$ cat config.mk
export PLATFORM = sky130hd
export DESIGN_NAME = krnl_partialknn_sp_loader
export DESIGN_NICKNAME = d
export VERILOG_FILES = /design/src/rtl/krnl_partialknn_pkg.sv /design/src/rtl/krnl_partialknn_sp_loader.sv
export SDC_FILE = /design/constraint.sdc
export NUM_CORES = 1
export LEC_CHECK = 0
export CAP_MARGIN = 5
export CORE_AREA = 4 4 214 216
export CTS_CLUSTER_SIZE = 8
export DETAILED_ROUTE_END_ITERATION = 7
export DIE_AREA = 0 0 218 220
export PLACE_DENSITY = 0.61
export SLEW_MARGIN = 0
export SYNTH_ARGS = -nofsm -noshare
export SYNTH_HDL_FRONTEND = slang
export SYNTH_SLANG_ARGS = --single-unit
$ cat constraint.sdc
create_clock -name clk -period 4.55 [get_ports clk]
set_input_delay 0.6825 -clock clk [delete_from_list [all_inputs] [get_ports clk]]
set_output_delay 0.6825 -clock clk [all_outputs]
set_load 0.02 [all_outputs]
$ cat src/rtl/krnl_partialknn_pkg.sv
// ============================================================================
// Module      : krnl_partialknn_pkg
// Description : Shared defaults and loader state encoding for partial-KNN.
// Revision    : 1.0 - initial release
// ============================================================================
`default_nettype none

package krnl_partialknn_pkg;

  localparam int KNN_DATA_WIDTH    = 256;
  localparam int KNN_ADDRESS_RANGE = 2048;
  localparam int KNN_ADDRESS_WIDTH = 11;

  typedef enum logic [1:0] {
    ST_IDLE = 2'd0,
    ST_LOAD = 2'd1,
    ST_FIN  = 2'd2
  } ldr_state_t;

endpackage

`default_nettype wire

$ cat src/rtl/krnl_partialknn_sp_loader.sv
// ============================================================================
// Module      : krnl_partialknn_sp_loader
// Description : Streams search-point beats into the local SP memory port.
// Revision    : 1.0 - initial release
// ============================================================================
`default_nettype none

module krnl_partialknn_sp_loader
  import krnl_partialknn_pkg::*;
#(
  parameter int DataWidth    = KNN_DATA_WIDTH,
  parameter int AddressRange = KNN_ADDRESS_RANGE,
  parameter int AddressWidth = KNN_ADDRESS_WIDTH
) (
  input  logic                    clk,
  input  logic                    reset,
  input  logic                    start,
  input  logic [AddressWidth-1:0] base_addr,
  input  logic [AddressWidth:0]   num_beats,
  input  logic [DataWidth-1:0]    in_data,
  input  logic                    in_valid,
  output logic                    in_ready,
  output logic [AddressWidth-1:0] address0,
  output logic                    ce0,
  output logic                    we0,
  output logic [DataWidth-1:0]    d0,
  output logic                    busy,
  output logic                    done,
  output logic                    err
);

  localparam logic [AddressWidth:0]   c_range = (AddressWidth+1)'(AddressRange);
  localparam logic [AddressWidth-1:0] c_last  = AddressWidth'(AddressRange - 1);
  localparam logic [AddressWidth:0]   c_one   = (AddressWidth+1)'(1);

  ldr_state_t              r_state;
  logic [AddressWidth-1:0] r_wptr;
  logic [AddressWidth:0]   r_rem;

  logic                    w_take;
  logic                    w_over;
  logic [AddressWidth:0]   w_cnt;
  logic [AddressWidth-1:0] w_wptr_nxt;

  // in_ready is a register, so the handshake never loops back through in_valid
  assign w_take     = in_valid && in_ready;
  assign w_over     = (num_beats > c_range);
  assign w_cnt      = w_over ? c_range : num_beats;
  assign w_wptr_nxt = (r_wptr == c_last) ? '0 : r_wptr + 1'b1;

  always_ff @(posedge clk) begin
    if (reset) begin
      r_state  <= ST_IDLE;
      r_wptr   <= '0;
      r_rem    <= '0;
      in_ready <= 1'b0;
      address0 <= '0;
      ce0      <= 1'b0;
      we0      <= 1'b0;
      d0       <= '0;
      busy     <= 1'b0;
      done     <= 1'b0;
      err      <= 1'b0;
    end else begin
      ce0  <= 1'b0;
      we0  <= 1'b0;
      done <= 1'b0;
      case (r_state)
        ST_IDLE: begin
          if (start) begin
            r_wptr <= base_addr;
            r_rem  <= w_cnt;
            err    <= w_over;
            busy   <= 1'b1;
            if (w_cnt == '0) begin
              r_state  <= ST_FIN;
              done     <= 1'b1;
              in_ready <= 1'b0;
            end else begin
              r_state  <= ST_LOAD;
              in_ready <= 1'b1;
            end
          end
        end
        ST_LOAD: begin
          if (w_take) begin
            ce0      <= 1'b1;
            we0      <= 1'b1;
            address0 <= r_wptr;
            d0       <= in_data;
            r_wptr   <= w_wptr_nxt;
            r_rem    <= r_rem - c_one;
            // The final beat's write lands in the FIN cycle, alongside done
            if (r_rem == c_one) begin
              r_state  <= ST_FIN;
              in_ready <= 1'b0;
              done     <= 1'b1;
            end
          end
        end
        ST_FIN: begin
          r_state <= ST_IDLE;
          busy    <= 1'b0;
        end
        default: begin
          r_state  <= ST_IDLE;
          busy     <= 1'b0;
          in_ready <= 1'b0;
        end
      endcase
    end
  end

endmodule

`default_nettype wire

==> results of run 1 <==
-- cells by family (layout without fill, tap and decap cells) --
kind of cell               count (synthesis)  count (layout)
and+or+nand+nor                          629             629
AOI/OAI and AO/OA                        342             342
DFF                                      297             297
buffers and inverters                    117             625
adders and majority gates                  3               3
xor gates and xnor gates                   1               1
muxes                                      1               1
-- cells in the final DEF, fill, tap and decap left out, drive strengths merged, types with 2 or more instances in the layout --
| cell type | instances |
|---|---|
| nand4b | 2 |
| a211oi | 7 |
| nor3 | 7 |
| a32o | 2 |
| and4b | 2 |
| a311oi | 2 |
| buf | 10 |
| and2 | 3 |
| and3 | 8 |
| nor4b | 3 |
| clkinv | 2 |
| ha | 3 |
| nand3 | 11 |
| o21ai | 14 |
| a221oi | 6 |
| nor2b | 2 |
| nor4 | 4 |
| nand2b | 4 |
| a31oi | 12 |
| a21oi | 287 |
| nand2 | 547 |
| clkbuf | 48 |
| nor2 | 21 |
| nor3b | 5 |
| inv | 11 |
| nand4 | 4 |
| clkdlybuf4s50 | 554 |
| dfxtp | 297 |
-- worst max-delay path by stage --
| stage | startpoint | endpoint | depth (start not counted) | slack [ps] |
|---|---|---|---|---|
| 2_1_floorplan | start | r_wptr[2] | 4 | 2880 |
| 3_3_place_gp | start | r_rem[2] | 5 | 1930 |
| 3_5_place_dp | start | r_rem[2] | 5 | 1940 |
| 4_1_cts | in_ready | in_ready | 1 | 2090 |
| 5_1_grt | in_ready | in_ready | 1 | 2070 |
| 6_report | in_ready | in_ready | 1 | 2140 |
-- final cells by class --
cell class | instances | area, µm² | share of cell area [%]
multi-input combinational | 976 | 4496 | 24.87
sequential | 297 | 5946 | 32.90
clock inverter | 2 | 32.53 | 0.1800
tap | 592 | 740.7 | 4.098
clock buffer | 48 | 1115 | 6.168
inverter | 11 | 41.29 | 0.2285
timing repair buffer | 564 | 5703 | 31.55
-- worst min-delay path: cells and delay by family, from the launching register on --
| family | cells | cell delay, ps |
|---|---|---|
| compound gates | 1 | 50 |
| simple gates | 1 | 50 |
| flops | 1 | 300 |
-- power by group through the flow --
stage / logic, mW / registers [mW] / clock network (mW)
finish: 0.688 / 2.72 / 2.83
global route: 0.745 / 2.73 / 3.04
CTS: 0.694 / 2.72 / 2.94
detailed placement: 0.690 / 2.77 / 0
global placement: 0.685 / 2.77 / 0
floorplan: 0.242 / 2.82 / 0
-- layer usage --
| metal | share of wire, % | routed length [µm] | track usage (%) |
|---|---|---|---|
| met1 | 39 | 16020 | 18.33 |
| met2 | 48 | 19750 | 26.90 |
| met3 | 9.5 | 3875 | 5.640 |
| met4 | 2.9 | 1184 | 5.877 |
| met5 | 0 | 0 | 0 |
-- state kept, by name (all words and copies together) (netlist names) --
name      flops
address0     11
busy          1
d0          256
done          1
err           1
in_ready      1
r_rem        12
r_state       2
r_wptr       11
we0           1
-- Yosys cell counts (all sizes together) (2+ instances only) --
cell type | n | share of area (%)
a211oi | 7 | 0.48
and3 | 8 | 0.45
a221oi | 6 | 0.53
o21ai | 14 | 0.64
a311oi | 2 | 0.16
nand4b | 2 | 0.30
ha | 3 | 0.34
and2 | 3 | 0.17
nor3b | 5 | 0.49
dfxtp | 297 | 54
buf | 48 | 2.8
a21oi | 287 | 13
inv | 11 | 0.38
nor4 | 4 | 0.23
and4b | 2 | 0.18
nand2b | 4 | 0.23
clkbuf | 58 | 2.0
nand2 | 547 | 19
nor2 | 21 | 0.78
nand4 | 4 | 0.23
nor4b | 3 | 0.24
nor2b | 2 | 0.11
nand3 | 11 | 0.50
a31oi | 12 | 0.68
a32o | 2 | 0.18
nor3 | 7 | 0.32
==> impl_metrics.ini, run 1 <==
[status]
status = finished, final reports clean

[die]
io_pins = 556
start_util_pct = 25.06
rows = 77
fp.dieH_um = 220
dieArea_um2 = 47960
core_um2 = 43930
die_w_um = 218

[critical_path]
path_cells = clkdlybuf4s50_1
crit_fanout = 7
cp_slowest_cell = clkdlybuf4s50_1
cp_num_buf_inv = 1
timing.rr.end = r_rem[8]
regToRegStartpoint = r_state[0]
required_ps = 3870
critPathTopFamily = buffers and inverters
critPathKind = flop to output port
end_kind = output port
worst_ep_arrival_time_ps = 1730
startpoint_type = flop
r2r_slack_ps = 2260
reg2reg_depth = 4
critical-path-max-stage-delay_ps = 690

[routing]
via_per_inst = 4.510
drt_iter0_drc = 699
drtAntennaViolNets = 0
wl_per_cell_um = 16.40
drt-total-wl_mm = 40.83
drt_pass1_iterations = 5
drc = 0
num_vias = 11230

[cells_and_area]
drive_gt1_share_pct = 3.688
layoutNonFillerInstCount = 2490
post-route-cell-area_um2 = 18070
nFillCells = 4426
syn_to_final_growth_pct = 64.17
n_antenna_cell = 0
postLayoutCoreUtil_pct = 41.14
nets = 2179

[clocking]
cts_resized = 0
clockBufferDepth = 3
clock_latency_ps = 550
cts_tree = built
cts_setup_buffers = 0
clock-root-buffer = clkbuf_16
cts.hold.buffers_added = 0
cts-buffers-inserted = 43
htree_levels = 2
cts.sinks = 297
clkTransAtPathRegs_ps = 50

[pwr]
vdd_ir_drop_max_mv = 0.2989
pwr_density_cell_nw_per_um2 = 345.3
p_leak_nw = 6.033
switching_share_pct = 23.89
power.share.clock_pct = 45.4
comb_power_share_pct = 11.0
p_int_mw = 4.750
pwr-share-seq_pct = 43.6
p_switching_mw = 1.491
finalPower_mw = 6.241

[sta]
setup_tns_ps = 0
rsz0062_at_grt = no
hold_slack_ps = 449.4
finalHoldViolCount = 0
fin_crit_sh_pct = 53.03
finClkSkew_ps = 21.25
fmax_mhz = 414.4
fin_ws_ps = 2137
min_period_ps = 2413
slew_headroom_pct = 31.06
setup_viol_count_final = 0
tightest_slew_ps = 1034
slew_viol_final = 0

[place]
pre_cts_ws_ps = 1942
gp_congestion = 0.7866
dpl.cell_count = 2440
hpwl_mm = 28.53
place_area_um2 = 16930
io_buffer_count = 555

[min_path]
min_path_cells = 2
min_to = d0[213]
worstHoldStart = d0[213]
hold_class = flop to flop

[grt]
antenna_found_initial = 0
grt_pass1_wl_mm = 61.13
grt_pass1_vias = 10860
grt.total_usage_pct = 15.81
overflow = 0
grt_max_degree = 156

[synthesis]
synth_area_per_cell_um2 = 7.920
synth_fp_nets = 1676
synth-xor-area-share_pct = 0.07955
muxShareOfSynthArea_pct = 0.09092
syn_inst = 1390
ys_warn_count = 0
synth_top_family_by_area = simple AND/OR/NAND/NOR gates
synth-adder-area-share_pct = 0.3409
synth_compound_area_share_pct = 16.91
ys.flop_type = dfxtp_1
syn_area_um2 = 11010
ys_ff_latch = 297
ys_types = 56
async_reset_ff_share_pct = 0
seq_area_frac_synth_pct = 54.01
synth_edf_count = 0
synth-simple-area-share_pct = 23.38

[flow_run]
drv_cap = 0
(Power assumes the default switching activity.)
==> run 2: changes to the inputs <==
- PLACE_DENSITY: 0.61 -> 0.63
- clock period: 4.55 -> 2 ns (I/O delays scaled with it)
==> run 2 against run 1 <==
  * Clock skew fell by 9.9 ps
  * Die area did not move
  * Highest routed layer unchanged
  * Sequential cell count did not move
  * Non-clock buffer count rose by 45
  * First-iteration DRC count fell by 2.0%
  * Total power rose by 130%
==> impl_metrics.ini, run 2 (same netlist as run 1, synthesis figures left out) <==
[grt]
grt.total_usage_pct = 16.11
grt_max_degree = 106
use_met2_pct = 27.60
antenna_found_initial = 3
grt_pass1_vias = 11120
grt_pass1_wl_mm = 61.52
busiest_layer = met2
overflow = 0
met3_usage_pct = 5.557
use_met1_pct = 18.30

[clocking]
clock_latency_ps = 540
cts_tree = built
clock-root-buffer = clkbuf_16
cts-buffers-inserted = 43
cts.sinks = 297
cts_setup_buffers = 0
htree_levels = 2
clkTransAtPathRegs_ps = 50
clockBufferDepth = 3

[pwr]
switching_share_pct = 23.46
p_int_mw = 10.93
pwr_density_cell_nw_per_um2 = 769.7
p_leak_nw = 6.305
finalPower_mw = 14.29
comb_power_share_pct = 11.8
pwr-share-seq_pct = 43.3
p_switching_mw = 3.352
power.share.clock_pct = 44.9
vdd_ir_drop_max_mv = 0.5423

[sta]
min_period_ps = 1873
setup_viol_count_final = 0
finClkSkew_ps = 11.33
tightest_slew_ps = 530.7
slew_viol_final = 0
fin_crit_sh_pct = 93.64
slew_headroom_pct = 64.62
rsz0062_at_grt = no
fmax_mhz = 534.0
finalHoldViolCount = 0

[critical_path]
end_kind = output port
critical-path-max-stage-delay_ps = 710
critPathTopFamily = buffers and inverters
required_ps = 1700
critPathKind = flop to output port
crit_fanout = 2
cp_slowest_cell = clkdlybuf4s50_1
cp_num_buf_inv = 1
worst_ep_arrival_time_ps = 1570
startpoint_type = flop
path_cells = clkdlybuf4s50_1

[place]
gp_congestion = 0.7941
io_buffer_count = 555
hpwl_mm = 31.02

[routing]
drc = 0
via_per_inst = 4.495
drt_pass1_iterations = 5
wl_per_cell_um = 16.51
drt_iter0_drc = 685
drt-total-wl_mm = 41.87
num_vias = 11400
drtAntennaViolNets = 0

[cells_and_area]
layout_common_cells = 553 x clkdlybuf4s50_1, 546 x nand2_1, 297 x dfxtp_1
drive_gt1_share_pct = 5.876
largest-register = d0
postLayoutCoreUtil_pct = 42.25
top_regs = d0 (256), r_rem (12)
nFillCells = 4383
syn_to_final_growth_pct = 68.60
largest_reg_flops = 256
nets = 2224
mostFrequentLayoutCell = clkdlybuf4s50_1

[die]
core_um2 = 43930
start_util_pct = 25.06
fp.dieH_um = 220
rows = 77
die_w_um = 218
io_pins = 556
dieArea_um2 = 47960

[flow_run]
drv_cap = 0

[status]
status = finished, final reports clean

[min_path]
hold_class = input port to flop
[run 2: worst register-to-register path: stages (launching register included)]
cell and delay [ps]:
dfxtp_1 350, inv_1 110, ha_1 190, nor3b_2 400, a311oi_1 180, a221oi_1 300, a211oi_1 120
[run 2: power groups by stage]
stage | Clock, mW | Sequential, mW | Combinational, mW
finish | 6.42 | 6.19 | 1.68
global route | 6.88 | 6.20 | 1.81
CTS | 6.66 | 6.18 | 1.70
detailed placement | 0 | 6.30 | 1.69
global placement | 0 | 6.30 | 1.68
floorplan | 0 | 6.41 | 0.550
[run 2: routing by layer]
layer / up-vias / share of wire [%]
li1: 5662 / -
met5: - / 0
met3: 92 / 9.1
met4: 0 / 3.6
met2: 440 / 49
met1: 5206 / 39
[run 2: path summary, 6_finish.rpt]
path | startpoint | endpoint | slack, ps | cells after the start
worst min-delay path | reset | d0[52] | 140 | 2
worst min register to register | d0[182] | d0[182] | 450 | 2
worst max-delay path | address0[8] | address0[8] | 130 | 1
worst max register to register | r_rem[0] | r_rem[8] | 220 | 6
[run 2: per-stage QoR]
step / setup TNS (ps) / hold slack, ps / setup WS (ps) / instances / area [µm²]
2_1_floorplan: 0 / 436.0 / 463.3 / 1390 / 11010
3_3_place_gp: -358.5 / 440.5 / -144.9 / 2485 / 17410
3_5_place_dp: -403.7 / 445.3 / -157.8 / 2485 / 17410
4_1_cts: 0 / 102.6 / 45.62 / 2532 / 18550
5_1_grt: 0 / 144.7 / 39.56 / 2535 / 18560
6_report: 0 / 142.4 / 127.2 / 2536 / 18560
[run 2: repair_timing]
item                       CTS  global route
hold buffers                 0             0
setup endpoints to repair    1             0
resized for setup            1             0
[run 2: area by class of cell]
| class | instances | area [µm²] | area share, % |
|---|---|---|---|
| inverters | 11 | 41.29 | 0.2224 |
| clock inverters | 1 | 8.758 | 0.04719 |
| diodes | 4 | 10.01 | 0.05393 |
| flip-flops and latches | 297 | 5946 | 32.03 |
| repair buffers | 609 | 6190 | 33.35 |
| clock buffers | 46 | 1130 | 6.087 |
| multi-input cells | 976 | 4496 | 24.22 |
| well taps | 592 | 740.7 | 3.991 |
